--- src/rtl/uart_apb_pkg.sv ---
// Shared definitions for the UART APB initiator: FSM encoding, default bus sizing
// and the wait-counter width helper.
package uart_apb_pkg;

  typedef enum logic [1:0] {
    IDLE   = 2'd0,
    SETUP  = 2'd1,
    ACCESS = 2'd2,
    RESP   = 2'd3
  } apb_state_e;

  localparam int DEF_AWIDTH  = 8;
  localparam int DEF_DWIDTH  = 32;
  localparam int DEF_TIMEOUT = 16;

  // A disabled timeout (0) still needs a 1-bit counter register.
  function automatic int timeout_cnt_w(input int timeout);
    return (timeout > 0) ? $clog2(timeout + 1) : 1;
  endfunction

endpackage

--- src/rtl/uart_apb_master_if.sv ---
// Command, response and APB request/completion signals of the UART APB initiator.
interface uart_apb_master_if
  import uart_apb_pkg::*;
#(
  parameter int AWIDTH = DEF_AWIDTH,
  parameter int DWIDTH = DEF_DWIDTH
);
  logic                  cmd_valid_i;
  logic                  cmd_ready_o;
  logic                  cmd_wr_i;
  logic [AWIDTH-1:0]     cmd_addr_i;
  logic [DWIDTH-1:0]     cmd_wdata_i;
  logic [DWIDTH/8-1:0]   cmd_strb_i;

  logic                  rsp_valid_o;
  logic                  rsp_ready_i;
  logic [DWIDTH-1:0]     rsp_rdata_o;
  logic                  rsp_err_o;
  logic                  rsp_timeout_o;

  logic [AWIDTH-1:0]     apb_addr_o;
  logic                  apb_wr_o;
  logic [DWIDTH-1:0]     apb_wdata_o;
  logic [DWIDTH/8-1:0]   apb_strb_o;
  logic                  apb_sel_o;
  logic                  apb_en_o;
  logic [DWIDTH-1:0]     apb_rdata_i;
  logic                  apb_ready_i;
  logic                  apb_err_i;

  modport master (
    input  cmd_valid_i, cmd_wr_i, cmd_addr_i, cmd_wdata_i, cmd_strb_i,
    output cmd_ready_o,
    output rsp_valid_o, rsp_rdata_o, rsp_err_o, rsp_timeout_o,
    input  rsp_ready_i,
    output apb_addr_o, apb_wr_o, apb_wdata_o, apb_strb_o, apb_sel_o, apb_en_o,
    input  apb_rdata_i, apb_ready_i, apb_err_i
  );

  modport slave (
    output cmd_valid_i, cmd_wr_i, cmd_addr_i, cmd_wdata_i, cmd_strb_i,
    input  cmd_ready_o,
    input  rsp_valid_o, rsp_rdata_o, rsp_err_o, rsp_timeout_o,
    output rsp_ready_i,
    input  apb_addr_o, apb_wr_o, apb_wdata_o, apb_strb_o, apb_sel_o, apb_en_o,
    output apb_rdata_i, apb_ready_i, apb_err_i
  );

endinterface

--- src/rtl/uart_apb_master.sv ---
// Single-beat APB initiator: one command in, one SETUP/ACCESS transfer out, one
// response back carrying read data, slave error and a local timeout flag.
module uart_apb_master
  import uart_apb_pkg::*;
#(
  parameter int AWIDTH  = DEF_AWIDTH,
  parameter int DWIDTH  = DEF_DWIDTH,
  parameter int TIMEOUT = DEF_TIMEOUT
) (
  input  logic              clk,
  input  logic              rst_n,
  uart_apb_master_if.master bus
);

  localparam int SW = DWIDTH / 8;
  localparam int CW = timeout_cnt_w(TIMEOUT);
  localparam logic [CW-1:0] CNT_LAST = CW'(TIMEOUT - 1);

  apb_state_e        state, state_nxt;
  logic [CW-1:0]     cnt, cnt_nxt;
  logic              wr_q, wr_nxt;
  logic [AWIDTH-1:0] addr_q, addr_nxt;
  logic [DWIDTH-1:0] wdata_q, wdata_nxt;
  logic [SW-1:0]     strb_q, strb_nxt;
  logic [DWIDTH-1:0] rdata_q, rdata_nxt;
  logic              err_q, err_nxt;
  logic              to_q, to_nxt;

  // The wait counter sticks at all-ones so a disabled timeout can never wrap into a match.
  function automatic logic [CW-1:0] sat_inc(input logic [CW-1:0] v);
    return (&v) ? v : v + CW'(1);
  endfunction

  always_comb begin
    state_nxt = state;
    cnt_nxt   = cnt;
    wr_nxt    = wr_q;
    addr_nxt  = addr_q;
    wdata_nxt = wdata_q;
    strb_nxt  = strb_q;
    rdata_nxt = rdata_q;
    err_nxt   = err_q;
    to_nxt    = to_q;
    case (state)
      IDLE: begin
        if (bus.cmd_valid_i) begin
          wr_nxt    = bus.cmd_wr_i;
          addr_nxt  = bus.cmd_addr_i;
          wdata_nxt = bus.cmd_wdata_i;
          strb_nxt  = bus.cmd_wr_i ? bus.cmd_strb_i : '0;
          state_nxt = SETUP;
        end
      end
      SETUP: begin
        cnt_nxt   = '0;
        state_nxt = ACCESS;
      end
      ACCESS: begin
        if (bus.apb_ready_i) begin
          rdata_nxt = wr_q ? '0 : bus.apb_rdata_i;
          err_nxt   = bus.apb_err_i;
          to_nxt    = 1'b0;
          state_nxt = RESP;
        end else if ((TIMEOUT != 0) && (cnt == CNT_LAST)) begin
          // Slave abandoned: report locally, dropping sel/en without its completion.
          rdata_nxt = '0;
          err_nxt   = 1'b1;
          to_nxt    = 1'b1;
          state_nxt = RESP;
        end else begin
          cnt_nxt = sat_inc(cnt);
        end
      end
      RESP: begin
        if (bus.rsp_ready_i) state_nxt = IDLE;
      end
      default: state_nxt = IDLE;
    endcase
  end

  always_ff @(posedge clk) begin
    if (!rst_n) begin
      state   <= IDLE;
      cnt     <= '0;
      wr_q    <= 1'b0;
      addr_q  <= '0;
      wdata_q <= '0;
      strb_q  <= '0;
      rdata_q <= '0;
      err_q   <= 1'b0;
      to_q    <= 1'b0;
    end else begin
      state   <= state_nxt;
      cnt     <= cnt_nxt;
      wr_q    <= wr_nxt;
      addr_q  <= addr_nxt;
      wdata_q <= wdata_nxt;
      strb_q  <= strb_nxt;
      rdata_q <= rdata_nxt;
      err_q   <= err_nxt;
      to_q    <= to_nxt;
    end
  end

  // rst_n gates ready so no command looks accepted while reset is held.
  assign bus.cmd_ready_o   = rst_n && (state == IDLE);
  assign bus.rsp_valid_o   = (state == RESP);
  assign bus.rsp_rdata_o   = rdata_q;
  assign bus.rsp_err_o     = err_q;
  assign bus.rsp_timeout_o = to_q;

  assign bus.apb_sel_o   = (state == SETUP) || (state == ACCESS);
  assign bus.apb_en_o    = (state == ACCESS);
  assign bus.apb_addr_o  = addr_q;
  assign bus.apb_wr_o    = wr_q;
  assign bus.apb_wdata_o = wdata_q;
  assign bus.apb_strb_o  = strb_q;

endmodule

--- src/flat_wrapper.sv ---
// flat-port wrapper written by rule: the top's interface ports become plain ports
module uart_apb_master_flat import uart_apb_pkg::*;
#(
  parameter int AWIDTH  = DEF_AWIDTH,
  parameter int DWIDTH  = DEF_DWIDTH,
  parameter int TIMEOUT = DEF_TIMEOUT
)
  (clk, rst_n, bus_cmd_valid_i, bus_cmd_wr_i, bus_cmd_addr_i, bus_cmd_wdata_i, bus_cmd_strb_i, bus_cmd_ready_o, bus_rsp_valid_o, bus_rsp_rdata_o, bus_rsp_err_o, bus_rsp_timeout_o, bus_rsp_ready_i, bus_apb_addr_o, bus_apb_wr_o, bus_apb_wdata_o, bus_apb_strb_o, bus_apb_sel_o, bus_apb_en_o, bus_apb_rdata_i, bus_apb_ready_i, bus_apb_err_i);
  uart_apb_master_if #(.AWIDTH(AWIDTH), .DWIDTH(DWIDTH)) bus_i ();
  input  logic clk;
  input  logic rst_n;
  input wire logic [$bits(bus_i.cmd_valid_i)-1:0] bus_cmd_valid_i;
  input wire logic [$bits(bus_i.cmd_wr_i)-1:0] bus_cmd_wr_i;
  input wire logic [$bits(bus_i.cmd_addr_i)-1:0] bus_cmd_addr_i;
  input wire logic [$bits(bus_i.cmd_wdata_i)-1:0] bus_cmd_wdata_i;
  input wire logic [$bits(bus_i.cmd_strb_i)-1:0] bus_cmd_strb_i;
  output wire logic [$bits(bus_i.cmd_ready_o)-1:0] bus_cmd_ready_o;
  output wire logic [$bits(bus_i.rsp_valid_o)-1:0] bus_rsp_valid_o;
  output wire logic [$bits(bus_i.rsp_rdata_o)-1:0] bus_rsp_rdata_o;
  output wire logic [$bits(bus_i.rsp_err_o)-1:0] bus_rsp_err_o;
  output wire logic [$bits(bus_i.rsp_timeout_o)-1:0] bus_rsp_timeout_o;
  input wire logic [$bits(bus_i.rsp_ready_i)-1:0] bus_rsp_ready_i;
  output wire logic [$bits(bus_i.apb_addr_o)-1:0] bus_apb_addr_o;
  output wire logic [$bits(bus_i.apb_wr_o)-1:0] bus_apb_wr_o;
  output wire logic [$bits(bus_i.apb_wdata_o)-1:0] bus_apb_wdata_o;
  output wire logic [$bits(bus_i.apb_strb_o)-1:0] bus_apb_strb_o;
  output wire logic [$bits(bus_i.apb_sel_o)-1:0] bus_apb_sel_o;
  output wire logic [$bits(bus_i.apb_en_o)-1:0] bus_apb_en_o;
  input wire logic [$bits(bus_i.apb_rdata_i)-1:0] bus_apb_rdata_i;
  input wire logic [$bits(bus_i.apb_ready_i)-1:0] bus_apb_ready_i;
  input wire logic [$bits(bus_i.apb_err_i)-1:0] bus_apb_err_i;
  assign bus_i.cmd_valid_i = bus_cmd_valid_i;
  assign bus_i.cmd_wr_i = bus_cmd_wr_i;
  assign bus_i.cmd_addr_i = bus_cmd_addr_i;
  assign bus_i.cmd_wdata_i = bus_cmd_wdata_i;
  assign bus_i.cmd_strb_i = bus_cmd_strb_i;
  assign bus_cmd_ready_o = bus_i.cmd_ready_o;
  assign bus_rsp_valid_o = bus_i.rsp_valid_o;
  assign bus_rsp_rdata_o = bus_i.rsp_rdata_o;
  assign bus_rsp_err_o = bus_i.rsp_err_o;
  assign bus_rsp_timeout_o = bus_i.rsp_timeout_o;
  assign bus_i.rsp_ready_i = bus_rsp_ready_i;
  assign bus_apb_addr_o = bus_i.apb_addr_o;
  assign bus_apb_wr_o = bus_i.apb_wr_o;
  assign bus_apb_wdata_o = bus_i.apb_wdata_o;
  assign bus_apb_strb_o = bus_i.apb_strb_o;
  assign bus_apb_sel_o = bus_i.apb_sel_o;
  assign bus_apb_en_o = bus_i.apb_en_o;
  assign bus_i.apb_rdata_i = bus_apb_rdata_i;
  assign bus_i.apb_ready_i = bus_apb_ready_i;
  assign bus_i.apb_err_i = bus_apb_err_i;
  uart_apb_master #(.AWIDTH(AWIDTH), .DWIDTH(DWIDTH), .TIMEOUT(TIMEOUT)) u_core (.clk(clk), .rst_n(rst_n), .bus(bus_i));
endmodule
--- config.mk ---
export PLATFORM = sky130hd
export DESIGN_NAME = uart_apb_master_flat
export DESIGN_NICKNAME = d
export VERILOG_FILES = /design/src/rtl/uart_apb_pkg.sv /design/src/rtl/uart_apb_master_if.sv /design/src/rtl/uart_apb_master.sv /design/src/flat_wrapper.sv
export SDC_FILE = /design/constraint.sdc
export NUM_CORES = 1
export LEC_CHECK = 0
export CAP_MARGIN = 15
export CORE_AREA = 5 5 95 97
export DETAILED_ROUTE_END_ITERATION = 6
export DIE_AREA = 0 0 100 102
export PLACE_DENSITY = 0.79
export RECOVER_POWER = 25
export SETUP_SLACK_MARGIN = 0.15
export SLEW_MARGIN = 20
export SYNTH_ARGS = -nofsm -noshare
export SYNTH_HDL_FRONTEND = slang
export SYNTH_SLANG_ARGS = --single-unit
--- constraint.sdc ---
create_clock -name clk -period 3.4 [get_ports clk]
set_input_delay 1.02 -clock clk [delete_from_list [all_inputs] [get_ports clk]]
set_output_delay 1.02 -clock clk [all_outputs]
set_load 0.005 [all_outputs]
== Word level (Yosys, flattened, before mapping) ==
Index checks and enable logic that the tools add are counted.

* Bits in registers: 86
* Output and inout port bits: 83

* Add/subtract/negate cells: 1
* Eq/ne operators: 10
* Multiplexer cells: 16
* Reduce and logical (&&, ||, !) cells: 10

{| class="wikitable"
|+ Operators with widths
! kind !! count
|-
| $mux 32 || 3
|-
| $mux 5 || 3
|-
| $pmux 5 s2 || 1
|-
| $mux 2 || 4
|-
| $ne 2x2->1 const B || 4
|-
| $pmux 2 s4 || 1
|-
| $add 5x1->5 const B || 1
|-
| $eq 5x4->1 const B || 1
|-
| $reduce_and 5->1 || 1
|-
| $eq 2x2->1 const B || 2
|-
| $mux 4 || 1
|-
| $reduce_and 2->1 || 2
|-
| $reduce_and 4->1 || 1
|-
| $reduce_bool 2->1 || 2
|-
| $mux 1 || 3
|-
| $ne 3x1->1 const B || 1
|-
| $reduce_and 3->1 || 1
|-
| $eq 2x1->1 const B || 1
|-
| $logic_not 2->1 || 1
|-
| $ne 2x1->1 const B || 1
|-
| $logic_and 1x1->1 || 1
|-
| $logic_or 1x1->1 || 1
|}

== Longest topological paths before layout ==
Gate-level depths: netlist (run 1).

* Depth in word-level cells: 5
* Mapped depth: 7
* Depth with buffers taken out: 6

== Least setup slack after synthesis (run 1) ==
No wires, ideal clock.

* Path type: in2out
* Start point: input rst_n
* End point: output bus_cmd_ready_o
* Data arrival time: 1661 ps
* Data required time: 2380 ps
* Path slack: 719 ps
* Stages on the path: 3
* Buffers on the path: 2
* Path through: clkbuf_1 > clkbuf_1 > and2_1

* Longest elaborated chain between the ends: 1

{| class="wikitable"
|+ RTL lines
! element !! line !! source
|-
| start, declared || flat_wrapper.sv:11 || <nowiki>input logic rst_n;</nowiki>
|-
| $logic_and 1x1->1 || uart_apb_master.sv:106 || <nowiki>assign bus.cmd_ready_o = rst_n && (state == IDLE);</nowiki>
|-
| end, declared || flat_wrapper.sv:17 || <nowiki>output wire logic [$bits(bus_i.cmd_ready_o)-1:0] bus_cmd_ready_o;</nowiki>
|}

Every way passes these cells.

== Worst setup path after layout (run 1) ==
Ends and elaborated chain as after synthesis.

==> reports/results.md, run 1 <==
## Placement
- **number of buffers added on ports** 165
- **Final GP Congestion** 0.746
- **half-perimeter wire length after placement** 7180 um
- **pre-CTS WS** 0.590 ns
- **Placed Area** 5110 sq um

## Yosys
- **Async S/R FF share, synth** 0%
- **Avg Inst Size Synth** 8.49 sq um
- **netlist area before placement** 3400 sq um
- **leading post-synthesis cells by instance count** nand2_1, dfxtp_1, a21boi_0, nand3_1, clkbuf_1
- **top-area cell type share of the netlist area** 50.7%
- **dominant cell type by area after synthesis** dfxtp_1
- **Post-Syn Instances** 400
- **synth unique cells** 24
- **EDFF count, synth** 0
- **Synth Register Bits** 86
- **most numerous cell in the Yosys netlist** nand2_1
- **Mapped Nets** 491
- **most instantiated flip-flop cell in the synthesis netlist** dfxtp_1
- **number of warnings issued by yosys** 0
- **sequential fraction of the synthesis area** 50.7%
- **most area-consuming cells after synthesis** dfxtp_1, a21boi_0, nand2_1

## Pwr
- **internal power summed over all cells** 2.08 mW
- **LEAKAGE** 1.91 nW
- **maximum resistive drop on vdd** 0.000313 V
- **Switching Fraction** 29.4%
- **part of the power in combinational logic** 31.1%
- **total net switching power** 868 uW
- **sum of internal, switching and leakage power** 2.95 mW
- **areal power density over the cells** 552 nW/um^2
- **power share of the sequential group** 41.1%
- **clock share of power** 27.9%

## STA
- **final critical-path setup slack** 0.523 ns
- **share of the clock period used by the worst path after layout** 84.6%
- **RSZ-0062 raised after global routing** no
- **maximum clock frequency** 348 MHz
- **max-slew violation count** 0
- **Clock Skew** 0.00872 ns
- **setup total negative slack** 0 ns
- **headroom to the max-slew limit** 4.85%
- **min Tclk post-route** 2.88 ns
- **Finish-stage setup viols** 0
- **transition time at the pin with the least slew margin** 1.43 ns
- **number of failing hold endpoints at the final stage** 0

## Die
- **core area** 8050 sq um
- **boundary pin count** 166
- **initial core utilization** 42.2%
- **overall die height** 102 um
- **die outline area** 10200 sq um
- **width of the die** 100 um
- **Std-Cell Rows** 33

## Clocking
- **Resize count post-CTS** 0
- **TritonCTS Buffers** 9
- **Reg clk slew, reported paths** 0.07 ns
- **count of hold-fix buffers inserted at cts** 0
- **root buffer cell** clkbuf_8
- **CTS tree** yes
- **worst-case clock buffer depth** 2
- **insertion delay to the later sink of the worst-skew pair** 0.34 ns
- **Sinks on Clock Net** 86
- **number of setup buffers added after CTS** 0
- **H-tree lvl count** 3

## Critical path
- **largest driver fanout on the critical path** 2
- **required arrival time at the worst endpoint** 2.38 ns
- **critical path capture point type** primary output
- **Crit Path Category** in2out
- **kind of start point of the critical path** input port
- **arrival time worst endpoint** 1.86 ns

## Global route
- **remaining global-route overflow** 0
- **overall fraction of global-route tracks in use** 19.2%
- **number of antenna violations at the first check in global routing** 0
- **via count of the first global-routing pass** 3306
- **largest net degree at the start of global routing** 88
- **first-pass GRT wire length** 15700 um

## Finish
- **final-layout fill cell count** 665
- **register cell area after layout** 1720 sq um
- **share of final-layout standard cells stronger than drive strength 1** 4.31%
- **footprint of the multi-input gates** 1540 sq um
- **NumNets Final** 643
- **fin area** 5340 sq um
- **area added between synthesis and finish** 57.2%
- **final antenna diode count** 0

## Routing
- **sum of routed wire length over all layers** 9950 um
- **DRC violation count after routing** 0
- **number of vias per cell** 4.90
- **total iterations of the first detailed-routing run** 4
- **total vias in the final route** 3245
- **wire length per cell after detailed routing** 15.0 um
- **number of routed nets with antenna violations** 0
- **1st-iter DRT viols** 125

## Flow run
- **max-capacitance violation count** 0

## Status
- **status** finished, final reports clean

## Worst hold path
- **type of the worst min-delay path** reg2reg

==> critical path, stage by stage <==
cell             delay (ns)
clkbuf_1               0.17
and2_1                 0.17
clkdlybuf4s50_1        0.50
==> per-layer routing <==
metal | vias up | part of all wire [%] | global-route usage (%)
li1 | 1626 | - | -
met1 | 1514 | 39 | 20.4
met2 | 82 | 52 | 35.1
met3 | 23 | 6.1 | 5.53
met4 | 0 | 3.5 | 9.02
met5 | - | 0 | 0
==> area by class of cell <==
class	count	share of cell area, %
clock buffer	13	3.16
clock inverter	3	1.22
inverter	6	0.422
multi-input combinational	278	28.9
sequential	86	32.3
tap	105	2.46
timing repair buffer	171	31.6
==> final timing paths <==
check / start / end / slack, ns / depth (start not counted)
worst min-delay path: u_core.bus.rsp_rdata_o[13] / u_core.bus.rsp_rdata_o[13] / 0.47 / 2
worst max-delay path: rst_n / bus_cmd_ready_o / 0.52 / 3
worst min register to register: u_core.bus.rsp_rdata_o[13] / u_core.bus.rsp_rdata_o[13] / 0.47 / 2
worst max register to register: u_core.cnt[0] / u_core.cnt[3] / 1.11 / 6
==> flip-flops by register name, indices dropped and copies added, names as in the netlist <==
name                      count
u_core.state                  2
u_core.bus.apb_strb_o         4
u_core.bus.rsp_rdata_o       32
u_core.cnt                    5
u_core.bus.rsp_err_o          1
u_core.bus.apb_addr_o         8
u_core.bus.apb_wr_o           1
u_core.bus.rsp_timeout_o      1
u_core.bus.apb_wdata_o       32
==> kinds of logic (layout without fill, tap and decap cells) <==
group | after synthesis | count (layout) | share of synthesized area (%)
buffers and inverters | 36 | 193 | 4.13
AND/OR/NAND/NOR | 178 | 178 | 22.1
AO/OA/AOI/OAI | 90 | 90 | 19.6
multiplexers | 2 | 2 | 0.590
adder cells (fa/ha/maj) | 8 | 8 | 2.95
flip-flops | 86 | 86 | 50.7
==> cells in the final DEF, fill, tap and decap left out, drive strengths merged <==
cell,Yosys,layout
a21boi,78,78
a21oi,3,3
a222oi,1,1
and2,2,2
and3,3,3
buf,1,5
bufinv,0,2
clkbuf,29,15
clkdlybuf4s50,0,164
clkinv,0,1
dfxtp,86,86
ha,8,8
inv,6,6
mux2i,2,2
nand2,125,125
nand2b,1,1
nand3,38,38
nand4b,1,1
nor2,4,4
nor2b,1,1
o21a,3,3
o21ai,4,4
o221a,1,1
or3,2,2
or4b,1,1
==> stage by stage <==
stage,cells,util [%],hold WS (ns)
2_1_floorplan,400,-,0.452
3_3_place_gp,646,63.4,0.448
3_5_place_dp,646,63.4,0.456
4_1_cts,662,66.3,0.466
5_1_grt,662,66.3,0.484
6_report,662,66.3,0.466
==> power by group through the flow <==
stage                     combinational (mW)  clock, mW  sequential [mW]
after global routing                    1.00      0.890             1.23
after floorplan                        0.414          0             1.24
after CTS                              0.926      0.841             1.21
final                                  0.916      0.821             1.21
after detailed placement               0.921          0             1.24
after global placement                 0.896          0             1.23
Power figures use the tool's default switching activity.
==> inputs of run 2 (changes only) <==
- CORE_AREA: 5 5 95 97 -> 5 5 104 106
- DIE_AREA: 0 0 100 102 -> 0 0 109 111
- PLACE_DENSITY: 0.79 -> 0.7
- clock period: 3.4 -> 2.4 ns (I/O delays scaled with it)
==> reports/results.md, run 2 (synthesis results as in run 1) <==
## STA
- **max-slew violation count** 0, unchanged
- **Finish-stage setup viols** 0, unchanged
- **number of failing hold endpoints at the final stage** 0, unchanged
- **Clock Skew** 0.0131 ns, was 0.00872 ns
- **headroom to the max-slew limit** 40.6%, was 4.85%
- **RSZ-0062 raised after global routing** no, unchanged
- **min Tclk post-route** 2.17 ns
- **transition time at the pin with the least slew margin** 0.890 ns, was 1.43 ns
- **share of the clock period used by the worst path after layout** 90.4%
- **maximum clock frequency** 461 MHz
- **setup total negative slack** 0 ns, unchanged

## Routing
- **top metal layer carrying routed signals** met4, unchanged
- **wire length per cell after detailed routing** 14.7 um, was 15.0 um
- **wire length on met2** 5110 um, was 5140 um
- **1st-iter DRT viols** 171, was 125
- **DRT met1 WL** 4210 um, was 3850 um
- **sum of routed wire length over all layers** 10200 um, was 9950 um
- **total iterations of the first detailed-routing run** 4, unchanged
- **DRC violation count after routing** 0, unchanged
- **total vias in the final route** 3267, was 3245
- **number of vias per cell** 4.70, was 4.90
- **number of routed nets with antenna violations** 0, unchanged
- **Met3 Routed Length** 562 um, was 606 um

## Finish
- **share of final-layout standard cells stronger than drive strength 1** 6.23%, was 4.31%
- **final-layout fill cell count** 915, was 665
- **highest-count cells in the layout ignoring fill and taps** clkdlybuf4s50_1, nand2_1, dfxtp_1, unchanged
- **final antenna diode count** 0, unchanged
- **leading cell type in the layout, fill and taps excluded** clkdlybuf4s50_1, unchanged
- **area added between synthesis and finish** 59.8%, was 57.2%
- **Cell Count, Final, Fillers Out** 695, was 662
- **NumNets Final** 648, was 643

## Global route
- **number of antenna violations at the first check in global routing** 0, unchanged
- **first-pass GRT wire length** 16700 um, was 15700 um
- **via count of the first global-routing pass** 3325, was 3306
- **remaining global-route overflow** 0, unchanged
- **overall fraction of global-route tracks in use** 17.2%, was 19.2%
- **largest net degree at the start of global routing** 88, unchanged

## Critical path
- **required arrival time at the worst endpoint** 1.68 ns, was 2.38 ns
- **beginning of the worst register-to-register path** u_core.cnt[0], unchanged
- **CP delay by family, top** buffers and inverters, unchanged
- **slowest cell on the critical path** clkdlybuf4s50_1, unchanged
- **kind of start point of the critical path** flop, was input port
- **critical path capture point type** primary output, unchanged
- **largest driver fanout on the critical path** 4, was 2
- **arrival time worst endpoint** 1.45 ns, was 1.86 ns
- **Critical Path, Cell by Cell** inv_2 -> ha_4 -> clkdlybuf4s50_1, was clkbuf_1 -> and2_1 -> clkdlybuf4s50_1
- **Slowest Stage Delay on Critical Path** 0.49 ns, was 0.50 ns
- **R2R Setup Slk** 0.31 ns, was 1.11 ns
- **Crit. Startpoint** u_core.state[0], was rst_n
- **Crit Path Category** reg2out, was in2out
- **number of buffer and inverter stages on the critical path** 2, unchanged

## Flow run
- **max-capacitance violation count** 0, unchanged

## Pwr
- **total net switching power** 1.27 mW, was 868 uW
- **areal power density over the cells** 744 nW/um^2, was 552 nW/um^2
- **clock share of power** 22.9%, was 27.9%
- **part of the power in combinational logic** 34.2%, was 31.1%
- **internal power summed over all cells** 2.76 mW, was 2.08 mW
- **Switching Fraction** 31.6%, was 29.4%
- **maximum resistive drop on vdd** 0.000341 V, was 0.000313 V
- **sum of internal, switching and leakage power** 4.04 mW, was 2.95 mW
- **power share of the sequential group** 42.9%, was 41.1%
- **LEAKAGE** 1.93 nW, was 1.91 nW

## Clocking
- **insertion delay to the later sink of the worst-skew pair** 0.35 ns, was 0.34 ns
- **count of hold-fix buffers inserted at cts** 0, unchanged
- **CTS tree** yes, unchanged
- **TritonCTS Buffers** 9, unchanged
- **H-tree lvl count** 3, unchanged
- **Reg clk slew, reported paths** 0.09 ns, was 0.07 ns
- **Sinks on Clock Net** 86, unchanged
- **number of setup buffers added after CTS** 0, unchanged
- **root buffer cell** clkbuf_8, unchanged
- **worst-case clock buffer depth** 2, unchanged

## Die
- **core area** 9680 sq um, was 8050 sq um
- **die outline area** 12100 sq um, was 10200 sq um
- **boundary pin count** 166, unchanged
- **Std-Cell Rows** 36, was 33
- **initial core utilization** 35.1%, was 42.2%
- **overall die height** 111 um, was 102 um
- **width of the die** 109 um, was 100 um

## Placement
- **number of cells in the design after placement** 679, was 646
- **half-perimeter wire length after placement** 7290 um, was 7180 um
- **number of buffers added on ports** 165, unchanged
- **Final GP Congestion** 0.726, was 0.746

## Status
- **status** finished, final reports clean, unchanged

## Worst hold path
- **type of the worst min-delay path** reg2reg, unchanged
- **launch point of the worst hold path** u_core.bus.rsp_rdata_o[26], was u_core.bus.rsp_rdata_o[13]

run 2: timing repair:
| action | 4_1_cts | 5_1_grt |
|---|---|---|
| pin swaps | 1 | 0 |
| resized for setup | 7 | 6 |
| endpoints found under the setup margin | 3 | 4 |
run 2: tightest hold or removal path, stage by stage, from the launching register on:
cell	delay, ns
dfxtp_1	0.32
nand2_1	0.05
a21boi_0	0.06
run 2: area by class of cell:
cell class / count / area [sq um] / share of cell area (%)
clock inverters: 4 / 32.5 / 0.599
multi-input cells: 278 / 1570 / 28.9
repair buffers: 176 / 1760 / 32.5
flip-flops and latches: 86 / 1730 / 31.9
clock buffers: 12 / 145 / 2.67
inverters: 6 / 22.5 / 0.415
well taps: 133 / 166 / 3.07
run 2: path summary, 6_finish.rpt:
check                                to  cells past startpoint
min reg2reg  u_core.bus.rsp_rdata_o[26]                      2
max                        bus_apb_en_o                      3
min          u_core.bus.rsp_rdata_o[26]                      2
max reg2reg               u_core.cnt[3]                      6
run 2: power groups by stage:
stage	Clock (mW)	Sequential, mW	Combinational, mW
after detailed placement	0	1.75	1.39
after global routing	1.03	1.76	1.53
after CTS	0.965	1.73	1.42
after global placement	0	1.74	1.36
final	0.924	1.73	1.38
after floorplan	0	1.76	0.587
run 2: layer usage:
metal	track usage (%)	vias to the layer above
met5	0	-
met4	7.91	0
met3	4.78	24
met2	29.0	102
met1	20.0	1509
li1	-	1632
run 2: metrics by stage:
step / utilization (%) / worst slack, ns / instance area [sq um] / hold slack [ns]
floorplan: - / 0.300 / 3400 / 0.452
global placement: 54.0 / 0.0526 / 5230 / 0.450
detailed placement: 54.0 / 0.0118 / 5230 / 0.457
CTS: 56.0 / 0.112 / 5420 / 0.470
global route: 56.0 / 0.108 / 5430 / 0.489
finish: 56.0 / 0.231 / 5430 / 0.465
